File: config.mk
export PLATFORM = sky130hd
export DESIGN_NAME = modn_prog_counter_flat
export DESIGN_NICKNAME = d
export VERILOG_FILES = /design/src/rtl/modn_prog_counter_pkg.sv /design/src/rtl/modn_prog_counter_if.sv /design/src/rtl/modn_prog_counter_step.sv /design/src/rtl/modn_prog_counter.sv /design/src/flat_wrapper.sv
export SDC_FILE = /design/constraint.sdc
export NUM_CORES = 1
export LEC_CHECK = 0
export ABC_AREA = 1
export CAP_MARGIN = 30
export CORE_MARGIN = 5
export CORE_UTILIZATION = 35
export CTS_BUF_LIST = sky130_fd_sc_hd__clkbuf_2 sky130_fd_sc_hd__clkbuf_4 sky130_fd_sc_hd__clkbuf_8
export DETAILED_ROUTE_END_ITERATION = 7
export GPL_TIMING_DRIVEN = 0
export PLACE_DENSITY = 0.54
export SLEW_MARGIN = 10
export SYNTH_ARGS = -nofsm -noshare
export SYNTH_HDL_FRONTEND = slang
export SYNTH_SLANG_ARGS = --single-unit
File: constraint.sdc
create_clock -name clk -period 2.5 [get_ports clk]
set_input_delay 0.75 -clock clk [delete_from_list [all_inputs] [get_ports clk]]
set_output_delay 0.75 -clock clk [all_outputs]
set_load 0.05 [all_outputs]
File: src/rtl/modn_prog_counter_pkg.sv
// Shared encodings for the programmable modulo-N counter family.
package modn_pkg;

    typedef enum logic [1:0] {
        MODE_UP     = 2'b00,
        MODE_DOWN   = 2'b01,
        MODE_BOUNCE = 2'b10,
        MODE_HOLD   = 2'b11
    } mode_e;

    localparam logic DIR_UP   = 1'b1;
    localparam logic DIR_DOWN = 1'b0;

endpackage

File: src/rtl/modn_prog_counter_if.sv
// Control/status bundle of the modulo-N counter: the master drives control, the slave returns status.
interface modn_prog_counter_if #(
    parameter int WIDTH = 4
);
    logic             en;
    logic [1:0]       mode;
    logic [WIDTH-1:0] max_val;
    logic             load;
    logic [WIDTH-1:0] load_val;
    logic [WIDTH-1:0] count;
    logic             dir;
    logic             tc;
    logic             err;

    modport master (
        output en, mode, max_val, load, load_val,
        input  count, dir, tc, err
    );

    modport slave (
        input  en, mode, max_val, load, load_val,
        output count, dir, tc, err
    );
endinterface

File: src/rtl/modn_prog_counter_step.sv
// Combinational next-step of the counter for one enabled edge; wrap_o marks a wrap or reflection.
module modn_step
    import modn_pkg::*;
#(
    parameter int WIDTH = 4
) (
    input  logic [WIDTH-1:0] count_i,
    input  logic             dir_i,
    input  mode_e            mode_i,
    input  logic [WIDTH-1:0] max_val_i,
    output logic [WIDTH-1:0] count_o,
    output logic             dir_o,
    output logic             wrap_o
);
    localparam logic [WIDTH-1:0] ONE = {{(WIDTH-1){1'b0}}, 1'b1};

    logic at_max;
    logic at_zero;
    logic max_zero;

    assign at_max   = (count_i == max_val_i);
    assign at_zero  = (count_i == '0);
    assign max_zero = (max_val_i == '0);

    always_comb begin
        count_o = count_i;
        dir_o   = dir_i;
        wrap_o  = 1'b0;
        // A count stranded above a lowered max_val restarts from zero in every counting mode.
        if (mode_i != MODE_HOLD && count_i > max_val_i) begin
            count_o = '0;
            wrap_o  = 1'b1;
            dir_o   = (mode_i == MODE_DOWN) ? DIR_DOWN : DIR_UP;
        end else begin
            case (mode_i)
                MODE_UP: begin
                    dir_o = DIR_UP;
                    if (at_max) begin
                        count_o = '0;
                        wrap_o  = 1'b1;
                    end else begin
                        count_o = count_i + ONE;
                    end
                end
                MODE_DOWN: begin
                    dir_o = DIR_DOWN;
                    if (at_zero) begin
                        count_o = max_val_i;
                        wrap_o  = 1'b1;
                    end else begin
                        count_o = count_i - ONE;
                    end
                end
                MODE_BOUNCE: begin
                    if (dir_i == DIR_UP) begin
                        if (at_max) begin
                            count_o = max_zero ? '0 : max_val_i - ONE;
                            dir_o   = DIR_DOWN;
                            wrap_o  = 1'b1;
                        end else begin
                            count_o = count_i + ONE;
                        end
                    end else begin
                        if (at_zero) begin
                            count_o = max_zero ? '0 : ONE;
                            dir_o   = DIR_UP;
                            wrap_o  = 1'b1;
                        end else begin
                            count_o = count_i - ONE;
                        end
                    end
                end
                default: ;
            endcase
        end
    end
endmodule

File: src/rtl/modn_prog_counter.sv
// Programmable modulo-N up/down/bounce counter with synchronous load, registered tc and sticky range error.
module modn_prog_counter
    import modn_pkg::*;
#(
    parameter int WIDTH   = 4,
    parameter int RST_MAX = 9
) (
    input  logic                clk,
    input  logic                reset,
    modn_prog_counter_if.slave  bus
);
    // RST_MAX only exists so older instantiations still elaborate.
    if (RST_MAX < 0) begin : g_rst_max_invalid
        $error("RST_MAX must be non-negative");
    end

    logic [WIDTH-1:0] count_q, count_d;
    logic             dir_q, dir_d;
    logic             tc_q, tc_d;
    logic             err_q, err_d;

    logic [WIDTH-1:0] step_count;
    logic             step_dir;
    logic             step_wrap;
    mode_e            mode;

    assign mode = mode_e'(bus.mode);

    modn_step #(.WIDTH(WIDTH)) u_step (
        .count_i   (count_q),
        .dir_i     (dir_q),
        .mode_i    (mode),
        .max_val_i (bus.max_val),
        .count_o   (step_count),
        .dir_o     (step_dir),
        .wrap_o    (step_wrap)
    );

    always_comb begin
        count_d = count_q;
        dir_d   = dir_q;
        tc_d    = 1'b0;
        err_d   = err_q;
        if (bus.load) begin
            if (bus.load_val <= bus.max_val) begin
                count_d = bus.load_val;
                err_d   = 1'b0;
            end else begin
                count_d = '0;
                err_d   = 1'b1;
            end
        end else if (bus.en && mode != MODE_HOLD) begin
            count_d = step_count;
            dir_d   = step_dir;
            tc_d    = step_wrap;
        end
    end

    always_ff @(posedge clk or posedge reset) begin
        if (reset) begin
            count_q <= '0;
            dir_q   <= DIR_UP;
            tc_q    <= 1'b0;
            err_q   <= 1'b0;
        end else begin
            count_q <= count_d;
            dir_q   <= dir_d;
            tc_q    <= tc_d;
            err_q   <= err_d;
        end
    end

    assign bus.count = count_q;
    assign bus.dir   = dir_q;
    assign bus.tc    = tc_q;
    assign bus.err   = err_q;
endmodule
File: src/flat_wrapper.sv
// flat-port wrapper written by rule: the top's interface ports become plain ports
module modn_prog_counter_flat import modn_pkg::*;
#(
    parameter int WIDTH   = 4,
    parameter int RST_MAX = 9
)
  (clk, reset, bus_en, bus_mode, bus_max_val, bus_load, bus_load_val, bus_count, bus_dir, bus_tc, bus_err);
  modn_prog_counter_if #(.WIDTH(WIDTH)) bus_i ();
  input  logic clk;
  input  logic reset;
  input wire logic [$bits(bus_i.en)-1:0] bus_en;
  input wire logic [$bits(bus_i.mode)-1:0] bus_mode;
  input wire logic [$bits(bus_i.max_val)-1:0] bus_max_val;
  input wire logic [$bits(bus_i.load)-1:0] bus_load;
  input wire logic [$bits(bus_i.load_val)-1:0] bus_load_val;
  output wire logic [$bits(bus_i.count)-1:0] bus_count;
  output wire logic [$bits(bus_i.dir)-1:0] bus_dir;
  output wire logic [$bits(bus_i.tc)-1:0] bus_tc;
  output wire logic [$bits(bus_i.err)-1:0] bus_err;
  assign bus_i.en = bus_en;
  assign bus_i.mode = bus_mode;
  assign bus_i.max_val = bus_max_val;
  assign bus_i.load = bus_load;
  assign bus_i.load_val = bus_load_val;
  assign bus_count = bus_i.count;
  assign bus_dir = bus_i.dir;
  assign bus_tc = bus_i.tc;
  assign bus_err = bus_i.err;
  modn_prog_counter #(.WIDTH(WIDTH), .RST_MAX(RST_MAX)) u_core (.clk(clk), .reset(reset), .bus(bus_i));
endmodule
==> results of run 1 <==
timing repair:
item	in CTS	in global routing
gates cloned	0	0
setup endpoints to repair	2	6
setup buffers	2	0
pin swaps	1	0
endpoints found under the hold margin	0	0
resized for setup	0	11
flip-flops by register name (all words and copies together) (netlist names):
register          flops
u_core.bus.err        1
u_core.bus.dir        1
u_core.bus.tc         1
u_core.bus.count      4
path summary, 6_finish.rpt:
kind / start / end / cells after the start
max: u_core.bus.count[2] / bus_count[2] / 1
min: u_core.bus.err / u_core.bus.err / 2
max reg2reg: u_core.bus.count[0] / u_core.bus.count[1] / 11
min reg2reg: u_core.bus.err / u_core.bus.err / 2
max in group asynchronous: reset / u_core.bus.dir / 2
min in group asynchronous: reset / u_core.bus.tc / 2
placed cells by master (no fill, tap or decap), drive strengths merged:
| cell type | synthesis | routed |
|---|---|---|
| xnor2 | 2 | 2 |
| ha | 16 | 16 |
| clkbuf | 0 | 4 |
| dlymetal6s2s | 0 | 3 |
| dfstp | 1 | 1 |
| nand4 | 3 | 3 |
| buf | 1 | 3 |
| inv | 31 | 31 |
| clkdlybuf4s50 | 0 | 17 |
| nor2 | 30 | 30 |
| o22ai | 3 | 3 |
| a21boi | 1 | 1 |
| o21ai | 9 | 9 |
| dfrtp | 6 | 6 |
| o211ai | 2 | 2 |
| a21oi | 14 | 14 |
| nand3 | 12 | 12 |
| xor2 | 1 | 1 |
| nand2 | 37 | 37 |
final cells by class:
| type | instances | area, um^2 |
|---|---|---|
| fill | 326 | 1610 |
| multi-input combinational | 130 | 767.0 |
| timing repair buffer | 22 | 222.7 |
| sequential | 7 | 176.4 |
| inverter | 31 | 118.9 |
| tap | 33 | 41.29 |
| clock buffer | 4 | 30.03 |
| buffer | 1 | 11.26 |
layer usage:
layer	vias up	GRT usage (%)	wire (um)
met4	0	2.073	0
met2	38	27.46	1455
met5	-	0	0
met1	506	20.84	1442
li1	596	-	-
met3	0	2.600	169
cells in the mapped netlist:
cell type	instances	area share (%)
inv_1	29	10
xnor2_1	2	1.7
o21ai_0	6	2.8
o22ai_1	3	1.8
xor2_1	1	0.83
inv_2	1	0.35
inv_4	1	0.59
nand2_1	34	12
o21ai_1	3	1.4
nand3_4	1	1.7
nor2_4	2	2.1
a21oi_1	14	6.6
o211ai_1	2	1.4
buf_6	1	1.1
nor2_2	2	1.2
nand3_1	11	5.2
a21boi_0	1	0.71
nor2_1	26	9.2
nand4_1	3	1.8
ha_1	16	19
nand2_2	3	1.8
dfrtp_1	6	14
dfstp_2	1	2.5
power groups by stage:
| stage | sequential, W | combinational [W] | clock (W) |
|---|---|---|---|
| 6_report | 0.000194 | 0.000661 | 0.000112 |
| 4_1_cts | 0.000195 | 0.000650 | 0.000117 |
| 5_1_grt | 0.000202 | 0.000727 | 0.000124 |
| 2_1_floorplan | 0.000276 | 0.000369 | 0 |
| 3_3_place_gp | 0.000197 | 0.000632 | 0 |
| 3_5_place_dp | 0.000197 | 0.000638 | 0 |
through the flow:
step	setup TNS (ns)	total power [W]	cells	area (um^2)	hold slack, ns
after global placement	-1.327	0.0008286	222	1301	0.5073
after detailed placement	-1.393	0.0008351	222	1301	0.5184
after floorplan	0	0.0006448	169	1060	0.5527
after global routing	0	0.001052	228	1368	0.5951
final	0	0.0009670	228	1368	0.5253
after CTS	0	0.0009623	228	1346	0.5295
cell families after synthesis:
family	after synthesis	share of synthesized area, %
flip-flops	7	16.65
AND/OR/NAND/NOR	82	34.95
XOR/XNOR	3	2.480
buffers and inverters	32	12.28
AO/OA/AOI/OAI	29	14.76
adder cells (fa/ha/maj)	16	18.89
==> out/results.env, run 1 <==
STATUS='finished, final reports clean'
SYN-INSTANCE-COUNT=169
CRITPATHLAUNCHTYPE='register'
FLOORPLAN_CORE_AREA_UM2=2978
HOLD_PATH.CLASS='reg2reg'
CTS-ROOT-BUF='clkbuf_4'
REQUIRED_NS=1.75
GRT_ANTENNA_BEFORE_REPAIR=0
WORSTPATHMAXFANOUT=7
CP_TOP_FAMILY='buffers and inverters'
CP_CLASS='reg2out'
DRT-WIRELENGTH-PER-CELL_UM=13.45
TIMING.FINAL.WS_SETUP_NS=0.07807
INITIAL_CORE_UTIL_PCT=35.59
VIAS_IN_THE_FIRST_GLOBAL_ROUTE=1163
GRT_PASS1_WL_MM=5.244
FINALWEIGHTEDCONGESTION=0.9034
PLACEMENT.SETUP.WORST_SLACK_NS=-0.2973
ANTENNA_CELLS=0
GRT_MAX_DEGREE=9
FINAL_PERIOD_MINUS_WORST_SETUP_SLACK_NS=2.422
ROUTED_VIA_DENSITY=5.000
VDD_DROP_MAX_mV=0.2269
IOS=21
DR.FIRST_ITER.DRC_COUNT=75
H-TREE-DEPTH=1
PINS_OVER_THEIR_SLEW_LIMIT=0
SEQUENTIAL_TO_TOTAL_AREA_SHARE_FROM_YOSYS_STAT_PCT=16.65
CTS_TREE='done'
TIMING.CRITICAL_PATH.SLOWEST_STAGE_CELL='clkdlybuf4s50_1'
DR.PASS1.ITERS=4
STD_CELL_ROWS=20
TIMING.CRITICAL_PATH.CELLS='clkdlybuf4s50_1'
MAX_CLOCK_FREQ_MHz=412.9
POWER_FRAC_CLOCK_PCT=11.6
POWER_REPORT.INTERNAL_TOTAL_W=0.0004561
SWITCHING_SHARE_PCT=52.84
CLOCK_LATENCY_NS=0.25
POWER_DENSITY_nW_PER_UM2=707.1
GRT_REMAINING_OVERFLOW=0
WORST-PATH-BUF-INV=1
WORST-ENDPOINT-ARRIVAL_NS=1.67
REMAINING_DRC_ERRORS=0
POWER_FRAC_COMB_PCT=68.3
DRIVE_GT1_SHARE_PCT=12.82
CTS-BUFFERS-INSERTED=3
YS_FF_LATCH=7
MAX-CLOCK-PATH-BUFFERS=2
CP-END-KIND='output pin'
YS.WARNINGS.COUNT=0
NETLIST_AREA_UM2=1060
HOLD_VIOL_FINAL=0
MAX_SLEW.WORST_PIN.SLEW_NS=0.5007
SEQPWRFRAC_PCT=20.1
PATH_CLK_SLEW_NS=0.05
MAXCAPVIOLATIONS=0
DR_TOTAL_VIAS=1140
MAX-SLEW-MARGIN-REL_PCT=66.52
SKEW_NS=0.0008427
DESIGN.DIE.AREA_UM2=4228
NET-SWITCHING-POWER_W=0.0005109
NUMBER_OF_NETS_STILL_FAILING_ANTENNA_CHECKS_AFTER_ROUTING=0
FINALNETCOUNT=226
POSTCTSHOLDBUFS=0
GRT_SETUP_UNREPAIRED='false'
SYNTHESIZED_NETS=199
DIEWIDTH_UM=65.03
CRIT_PATH_MAX_INCR_DELAY_NS=0.88
PORTBUFFERS=20
ROUTED_WIRELENGTH_MM=3.066
REG2REG_SETUP_SLACK_NS=0.44
FINAL_CRITICAL_PATH_SHARE_OF_THE_CLOCK_PERIOD_PCT=96.88
POSTSYNTHAREAPERCELL_UM2=6.271
DETAILED_PLACE_HPWL_MM=2.545
FINAL_CORE_UTILIZATION_PCT=45.92
TRITONCTS_NUM_SINKS=7
NUMBER_OF_ENDPOINTS_FAILING_SETUP_AT_THE_FINAL_STAGE=0
AREA_DELTA_SYNTH_FINAL_PCT=29.04
GROUTE.USAGE.OVERALL_PCT=15.75
POST_SYNTH_NUM_CELL_TYPES=23
STATIC-LEAKAGE-POWER_nW=0.7289
DIE_HEIGHT_UM=65.03
Power figures use the tool's default switching activity.
==> run 2, diff against run 1 <==
PLACE_DENSITY = 0.53   (was 0.54)
SYNTH_HIERARCHICAL = 1   (was default)
==> run 2 against run 1 <==
Effect of this change: via count increased by 14%; largest power group unchanged; setup slack worse by 0.00064 ns; core utilization increased by 0.57 points; maximum frequency barely moved; sequential share of layout area decreased by 0.67 points; total power decreased by 19%; area after synthesis rose by 8.9%; sequential cell count did not move; critical path depth did not move; count of clock-buffer cells in the layout stayed put; final cell count is 16% higher; sequential power down 9%.
==> out/results.env, run 2 <==
WORSTPATHMAXFANOUT=7
CRITPATHLAUNCHTYPE='register'
SEQUENTIAL_TO_TOTAL_AREA_SHARE_FROM_YOSYS_STAT_PCT=15.29
VDD_DROP_MAX_mV=0.2359
STD_CELL_ROWS=20
POST_CTS_RESIZE_COUNT=4
MAX_CLOCK_FREQ_MHz=412.8
WORST-ENDPOINT-ARRIVAL_NS=1.67
DETAILED_PLACE_HPWL_MM=2.686
REMAINING_DRC_ERRORS=0
DRT-WIRELENGTH-PER-CELL_UM=11.97
POWER_FRAC_CLOCK_PCT=14.0
DIEWIDTH_UM=67.41
TRITONCTS_NUM_SINKS=7
DESIGN_POWER_TOTAL_W=0.0007868
SYNTH_TOP_CELL_BY_AREA='nand2_1'
MOST_REPEATED_CELL_IN_THE_GATE_LEVEL_NETLIST_AFTER_SYNTHESIS='nand2_1'
MOST-COMMON-LAYOUT-CELLS='62 x nand2_1, 29 x inv_1, 19 x a21oi_1'
YOSYS-TOP-CELLS-AREA='nand2_1 20%, dfrtp_1 13%, ha_1 12%'
INITIAL_CORE_UTIL_PCT=37.18
CTS-BUFFERS-INSERTED=3
GRT_SETUP_UNREPAIRED='false'
ROUTED_WIRELENGTH_MM=3.173
DR.PASS1.ITERS=4
LARGEST_REGISTER_FF_COUNT=4
STATUS='finished, final reports clean'
GRT_ANTENNA_BEFORE_REPAIR=0
HOLD_VIOL_FINAL=0
MAX_SLEW.WORST_PIN.SLEW_NS=0.5044
STATIC-LEAKAGE-POWER_nW=0.7942
POSTCTSHOLDBUFS=0
DIE_HEIGHT_UM=67.41
MAXCAPVIOLATIONS=0
SYNTH_EDF_COUNT=0
SYNTHFLOPTYPE='dfrtp_1'
DR.FIRST_ITER.DRC_COUNT=136
FINAL_PERIOD_MINUS_WORST_SETUP_SLACK_NS=2.423
MAX-SLEW-MARGIN-REL_PCT=66.27
VIAS_IN_THE_FIRST_GLOBAL_ROUTE=1297
LAYOUT.CELLS.MOST_COMMON='nand2_1'
DPL_CELL_AREA_UM2=1409
TIMING.CRITICAL_PATH.SLOWEST_STAGE_CELL='clkdlybuf4s50_1'
SWITCHING_SHARE_PCT=50.67
CTS-ROOT-BUF='clkbuf_4'
TIMING.CRITICAL_PATH.CELLS='clkdlybuf4s50_1'
YS_FF_LATCH=7
DESIGN.DIE.AREA_UM2=4544
IOS=21
SYN-INSTANCE-COUNT=197
SYNTHTOPCELLSBYCOUNT='62 x nand2_1, 30 x inv_1, 19 x a21oi_1'
HOLD_PATH.CLASS='reg2reg'
ANTENNA_CELLS=0
CP_TOP_FAMILY='buffers and inverters'
NET-SWITCHING-POWER_W=0.0003987
POSTSYNTHAREAPERCELL_UM2=5.856
PORTBUFFERS=20
FINAL_CORE_UTILIZATION_PCT=46.49
DRIVE_GT1_SHARE_PCT=11.31
SEQPWRFRAC_PCT=22.5
POWER_DENSITY_nW_PER_UM2=545.4
FINAL_CRITICAL_PATH_SHARE_OF_THE_CLOCK_PERIOD_PCT=96.90
CTS_TREE='done'
AREA_DELTA_SYNTH_FINAL_PCT=25.05
ROUTED_VIA_DENSITY=4.909
MAX-CLOCK-PATH-BUFFERS=2
PINS_OVER_THEIR_SLEW_LIMIT=0
GRT_REMAINING_OVERFLOW=0
FIN_TNS_SETUP_NS=0
FINALWEIGHTEDCONGESTION=0.9032
ASYNCSETRESETFLOPFRACSYNTH_PCT=100.0
GRT_MAX_DEGREE=11
NUMBER_OF_NETS_STILL_FAILING_ANTENNA_CHECKS_AFTER_ROUTING=0
H-TREE-DEPTH=1
FLOORPLAN_CORE_AREA_UM2=3103
SYNTHESIZED_NETS=222
HOLDWS_NS=0.5216
REQUIRED_NS=1.75
PATH_CLK_SLEW_NS=0.05
POWER_REPORT.INTERNAL_TOTAL_W=0.0003881
POWER_FRAC_COMB_PCT=63.4
GROUTE.USAGE.OVERALL_PCT=15.43
CLOCK_LATENCY_NS=0.25
CP-END-KIND='output pin'
FINALNETCOUNT=247
SKEW_NS=0.005997
YS.WARNINGS.COUNT=6
NETLIST_AREA_UM2=1154
POST_SYNTH_NUM_CELL_TYPES=25
WORST-PATH-BUF-INV=1
LAYOUT_CELL_AREA_EXCL_FILL_UM2=1443
CP_CLASS='reg2out'
NUMBER_OF_ENDPOINTS_FAILING_SETUP_AT_THE_FINAL_STAGE=0
DR_TOTAL_VIAS=1301
CTS_SETUP_BUFFERS=0
SYNTH_TOP_CELL_AREA_SHARE_PCT=20.17
GRT_PASS1_WL_MM=5.444
CRIT_PATH_MAX_INCR_DELAY_NS=0.83
## run 2: cell types whose count changed after synthesis, sizes merged, moves of 3 or more
cell   delta
a21oi     +7
ha        -5
inv       +5
nand2    +28
nand3     +6
nor2     -13
o22ai     -3
## run 2: path summary, 6_finish.rpt
kind                                     startpoint             endpoint  slack [ns]  cells after the start
worst max-delay path                 u_core/bus.dir              bus_dir        0.08                      1
worst min-delay path                 u_core/bus.err       u_core/bus.err        0.52                      2
worst max register to register  u_core/bus.count[0]  u_core/bus.count[2]        0.44                     14
worst min register to register       u_core/bus.err       u_core/bus.err        0.52                      2
max in group asynchronous                     reset       u_core/bus.dir        1.49                      2
min in group asynchronous                     reset  u_core/bus.count[1]        0.73                      2
## run 2: kinds of logic after synthesis
family | share of synthesized area [%]
adder cells (fa/ha/maj) | 11.93
AO/OA/AOI/OAI | 16.38
AND/OR/NAND/NOR | 39.26
flip-flops | 15.29
buffers and inverters | 14.86
XOR/XNOR | 2.278
## run 2: layer usage
| layer | global-route usage, % | up-vias | routed length, um |
|---|---|---|---|
| met4 | 3.544 | 0 | 19 |
| met5 | 0 | - | 0 |
| met1 | 19.92 | 598 | 1513 |
| met2 | 26.50 | 29 | 1531 |
| met3 | 2.829 | 2 | 109 |
| li1 | - | 672 | - |
## run 2: through the flow
step | worst slack, ns | cells
final | 0.07744 | 265
after global routing | 0.01718 | 265
after CTS | 0.06105 | 265
after detailed placement | -0.3978 | 261
after global placement | -0.4021 | 261
after floorplan | 0.4178 | 197
## run 2: area by class of cell
cell class              instances  area [um^2]
flip-flops and latches          7        176.4
well taps                      44        55.05
multi-input cells             150        810.8
repair buffers                 20        198.9
fillers                       362         1660
clock buffers                   4        30.03
plain buffers                   2        22.52
inverters                      38        148.9
## run 2: power by group through the flow
stage	Sequential, W	Clock [W]	Combinational (W)
after CTS	0.000179	0.000116	0.000496
after floorplan	0.000232	0	0.000297
after detailed placement	0.000181	0	0.000495
final	0.000177	0.000110	0.000499
after global placement	0.000180	0	0.000490
after global routing	0.000183	0.000127	0.000558
